### src/rtl/prog_loader.sv
// Nibble-stream program loader: packs host nibbles into 8-bit words for instruction memory.
// Define CHECKSUM_EN to require a trailing 8-bit checksum before the CPU is released.
module prog_loader #(
  parameter int DEPTH = 16,
  parameter int AW    = 4
) (
  input  logic          clk,
  input  logic          rst,
  input  logic          start,
  input  logic          host_valid,
  input  logic [3:0]    host_nib,
  output logic          host_ready,
  output logic          load,
  output logic [7:0]    instr_o,
  output logic          state,
  output logic          busy,
  output logic [AW-1:0] count,
  output logic          err
);

  typedef enum logic [2:0] {
    IDLE, RX_HI, RX_LO, WRITE, CK_HI, CK_LO, RUN, ERR
  } st_t;

  st_t           st_q, st_d;
  logic [AW-1:0] count_q, count_d;
  logic [7:0]    instr_q, instr_d;
  logic          hs;

`ifdef CHECKSUM_EN
  logic [7:0] sum_q, sum_d;
  logic [3:0] ck_q, ck_d;
`endif

  assign hs = host_valid & host_ready;

  always_comb begin
    st_d    = st_q;
    count_d = count_q;
    instr_d = instr_q;
`ifdef CHECKSUM_EN
    sum_d   = sum_q;
    ck_d    = ck_q;
`endif
    unique case (st_q)
      RX_HI: if (hs) begin
        instr_d[7:4] = host_nib;
        st_d         = RX_LO;
      end
      RX_LO: if (hs) begin
        instr_d[3:0] = host_nib;
        st_d         = WRITE;
      end
      WRITE: begin
        count_d = count_q + AW'(1);
`ifdef CHECKSUM_EN
        sum_d = sum_q + instr_q;
        st_d  = (count_q == AW'(DEPTH - 1)) ? CK_HI : RX_HI;
`else
        st_d  = (count_q == AW'(DEPTH - 1)) ? RUN : RX_HI;
`endif
      end
`ifdef CHECKSUM_EN
      CK_HI: if (hs) begin
        ck_d = host_nib;
        st_d = CK_LO;
      end
      CK_LO: if (hs) begin
        st_d = ({ck_q, host_nib} == sum_q) ? RUN : ERR;
      end
`endif
      default: ;
    endcase
    // Restart wins over any handshake in the same cycle.
    if (start) begin
      st_d    = RX_HI;
      count_d = '0;
`ifdef CHECKSUM_EN
      sum_d   = '0;
`endif
    end
  end

  always_ff @(posedge clk or posedge rst) begin
    if (rst) begin
      st_q    <= IDLE;
      count_q <= '0;
      instr_q <= '0;
`ifdef CHECKSUM_EN
      sum_q   <= '0;
      ck_q    <= '0;
`endif
    end else begin
      st_q    <= st_d;
      count_q <= count_d;
      instr_q <= instr_d;
`ifdef CHECKSUM_EN
      sum_q   <= sum_d;
      ck_q    <= ck_d;
`endif
    end
  end

  always_comb begin
    host_ready = (st_q == RX_HI) || (st_q == RX_LO) ||
                 (st_q == CK_HI) || (st_q == CK_LO);
    busy       = host_ready || (st_q == WRITE);
    load       = (st_q == WRITE);
    state      = (st_q == RUN);
  end

  assign instr_o = instr_q;
  assign count   = count_q;

`ifdef CHECKSUM_EN
  assign err = (st_q == ERR);
`else
  assign err = 1'b0;
`endif

endmodule

### config.mk
export PLATFORM = sky130hd
export DESIGN_NAME = prog_loader
export DESIGN_NICKNAME = d
export VERILOG_FILES = /design/src/rtl/prog_loader.sv
export SDC_FILE = /design/constraint.sdc
export NUM_CORES = 1
export LEC_CHECK = 0
export CAP_MARGIN = 20
export CORE_ASPECT_RATIO = 1.25
export CORE_MARGIN = 2
export CORE_UTILIZATION = 38
export DETAILED_ROUTE_END_ITERATION = 7
export GPL_TIMING_DRIVEN = 0
export HOLD_SLACK_MARGIN = 0.03
export PLACE_DENSITY = 0.83
export REMOVE_ABC_BUFFERS = 1
export SLEW_MARGIN = 15
export SYNTH_ARGS = -nofsm -noshare
export SYNTH_HDL_FRONTEND = slang
export SYNTH_SLANG_ARGS = --single-unit
### constraint.sdc
create_clock -name clk -period 1.4 [get_ports clk]
set_input_delay 0.28 -clock clk [delete_from_list [all_inputs] [get_ports clk]]
set_output_delay 0.28 -clock clk [all_outputs]
set_load 0.03 [all_outputs]
==> flow_summary.yaml <==
run_status:
  status: "finished with violations"
  violations: "negative setup slack"
routing:
  dr.first_iter.drc_count: 4
  dr.pass1.iters: 4
  antenna_left: 0
  wire_per_inst_um: 13.44
  wl_um: 1492
  viasPerCell: 4.901
  vias: 544
  drc_errors: 0
cts:
  htreeDepth: 1
  cts_buffers: 3
  clock_latency_ps: 270
  cts_tree: "yes"
  cts_buffer_depth: 2
  cts_root_buf: "clkbuf_4"
  cts.reportedPaths.clkPinSlew_ps: 80
  clock-sinks: 15
  cts_hold_buf: 0
die:
  ios: 25
  coreArea_um2: 1765
  fp.dieH_um: 52.31
  die_w_um: 42.65
  placementRows: 17
  dieArea_um2: 2231
  initial_core_util: 0.4018
synth:
  synth_top_family_by_area: "simple AND/OR/NAND/NOR gates"
  synth_area_leader_cell: "dfrtp_1"
  seq_area_frac_synth: 0.5291
  synthXorXnorAreaFrac: 0.03704
  syn-cell-area_um2: 709.4
  synthMuxAreaShare: 0.1411
  synth.area.top_cells: "dfrtp_1 (53%), mux2_2 (13%), nor2_1 (3.2%), nand3b_4 (2.8%), and3b_1 (2.5%)"
  synth_cell_types: 28
  avgSynthCellArea_um2: 12.02
  synth_top_flop_cell: "dfrtp_1"
  synth_edf_count: 0
  ys_seq_elements: 15
  yosys.area_share.adder: 0.01764
  ys_warn_count: 0
  synth-simple-area-share: 0.1852
  synthArstFlopShare: 1.000
  synth_compound_area_frac: 0.05644
  synth_top_area_share: 0.5291
  syn-instance-count: 59
global_route:
  grt_pass1_vias: 492
  grt_pass1_wl_um: 2332
  antenna_found_initial: 0
  grt_max_degree: 16
  grt_remaining_overflow: 0
  grt_use_total: 0.1452
sta:
  finalClockSkew_ps: 2.707
  slew_violations: 0
  fin_crit_sh: 1.114
  setup_ws_ps: -160.1
  hold_ws_ps: 355.7
  tightest_slew_ps: 574.9
  finalHoldViolCount: 0
  relSlewSlack: 0.6163
  finalSetupViolations: 11
  maxClockFrequency_mhz: 641.0
  rsz0062_at_grt: "yes"
  fin_crit_ps: 1560
power:
  p_switching_uw: 417.6
  pwr-share-comb: 0.377
  swShare: 0.3341
  powerDensity_nw_per_um2: 1153
  power_leakage_nw: 0.5486
  seqPwrFrac: 0.434
  peakVddDrop_mv: 0.8206
  p_int_uw: 832.3
  clkPwrFrac: 0.189
placement:
  hpwl_um: 970.7
  numPortBuffers: 23
  dpl.cell_count: 99
  globalplace.congestion: 0.7479
setup_path:
  end_kind: "primary output"
  path_class: "register to primary output"
  cp.required_ps: 1120
  cp-start-kind: "register"
  worst-path-max-fanout: 4
  arrival_ps: 1280
cells_and_area:
  syn_to_final_growth_pct: 52.73
  final_cells: 111
  nets: 102
  fin_util: 0.6137
  layout-drive-gt1-share: 0.3913
  antennaDiodeCount: 0
run:
  cap_violations: 0
worst_hold_path:
  hold_path_class: "input port to asynchronous set/reset pin"
==> power by group through the flow <==
stage	clock network [mW]	logic, mW	registers [mW]
after CTS	0.248	0.455	0.539
final	0.236	0.471	0.542
after global routing	0.266	0.499	0.553
after detailed placement	0	0.433	0.551
after global placement	0	0.428	0.548
after floorplan	0	0.126	0.669
==> stage by stage <==
stage / area [um^2] / setup WS, ps / TNS, ps / power (mW)
4_1_cts: 1051 / -191.0 / -582.5 / 1.243
5_1_grt: 1084 / -218.7 / -945.1 / 1.318
3_5_place_dp: 950.9 / -474.8 / -3597 / 0.9840
3_3_place_gp: 950.9 / -468.0 / -3178 / 0.9764
6_report: 1084 / -160.1 / -548.0 / 1.250
2_1_floorplan: 696.9 / -295.9 / -295.9 / 0.7950
==> final cells by class <==
class                           instances  area [um^2]
Fill cell                             149        681.9
Sequential cell                        15        379.1
Multi-Input combinational cell         40        369.1
Timing Repair Buffer                   31        277.8
Clock buffer                            4        26.28
Tap cell                               19        23.77
Inverter                                2        7.507
==> placed cells by master (no fill, tap or decap), types with 2 or more instances in the layout <==
master / instances
clkbuf_4: 3
buf_4: 7
dlygate4sd2_1: 9
buf_6: 5
dfrtp_1: 12
dfrtp_2: 3
clkbuf_2: 2
mux2_4: 8
a21oi_1: 3
clkdlybuf4s50_1: 7
xor2_1: 2
nor2_1: 5
==> cell families after synthesis <==
kind of cell             Yosys count
adder cells (fa/ha/maj)            1
flip-flops                        15
buffers and inverters              4
AO/OA/AOI/OAI                      7
other                              1
AND/OR/NAND/NOR                   19
XOR/XNOR                           3
multiplexers                       9
==> worst max-delay path, cell delays in order (launching register included) <==
cell,delay (ps)
dfrtp_2,440
nor2_4,130
xnor2_2,70
or2_4,230
buf_6,130
==> worst paths after layout <==
kind / startpoint / endpoint / slack [ps] / cells after the start
worst max-delay path: st_q[2] / busy / -160 / 4
worst min-delay path: rst / count[1] / 360 / 2
worst max register to register: st_q[2] / instr_o[1] / -40 / 4
worst min register to register: instr_o[6] / instr_o[6] / 510 / 1
max in group asynchronous: rst / st_q[0] / 630 / 2
min in group clk: instr_o[6] / instr_o[6] / 510 / 1
==> layer usage <==
layer  up-vias  GRT usage  part of all wire
met1       258     0.1818              0.45
met3         2    0.02414             0.036
met2        13     0.2298              0.50
met5         -          0                 0
met4         0    0.09375             0.012
li1        271          -                 -
==> flip-flops by register name, summed over array words and instances (netlist names) <==
signal and cells:
count 4, instr_o 8, st_q 3
==> Yosys cell counts, types with 2 or more instances <==
library cell	count
dfrtp_1	15
mux2_2	8
nor2_1	6
a21oi_1	3
and3b_1	2
inv_1	2
xor2_1	2
==> what timing repair did <==
action	CTS	global route
setup buffers	5	4
pin swaps	2	2
gates resized for setup	57	9
endpoints found under the setup margin	24	15
hold endpoints to repair	0	0
No activity file was read; power rests on OpenSTA's default activity.
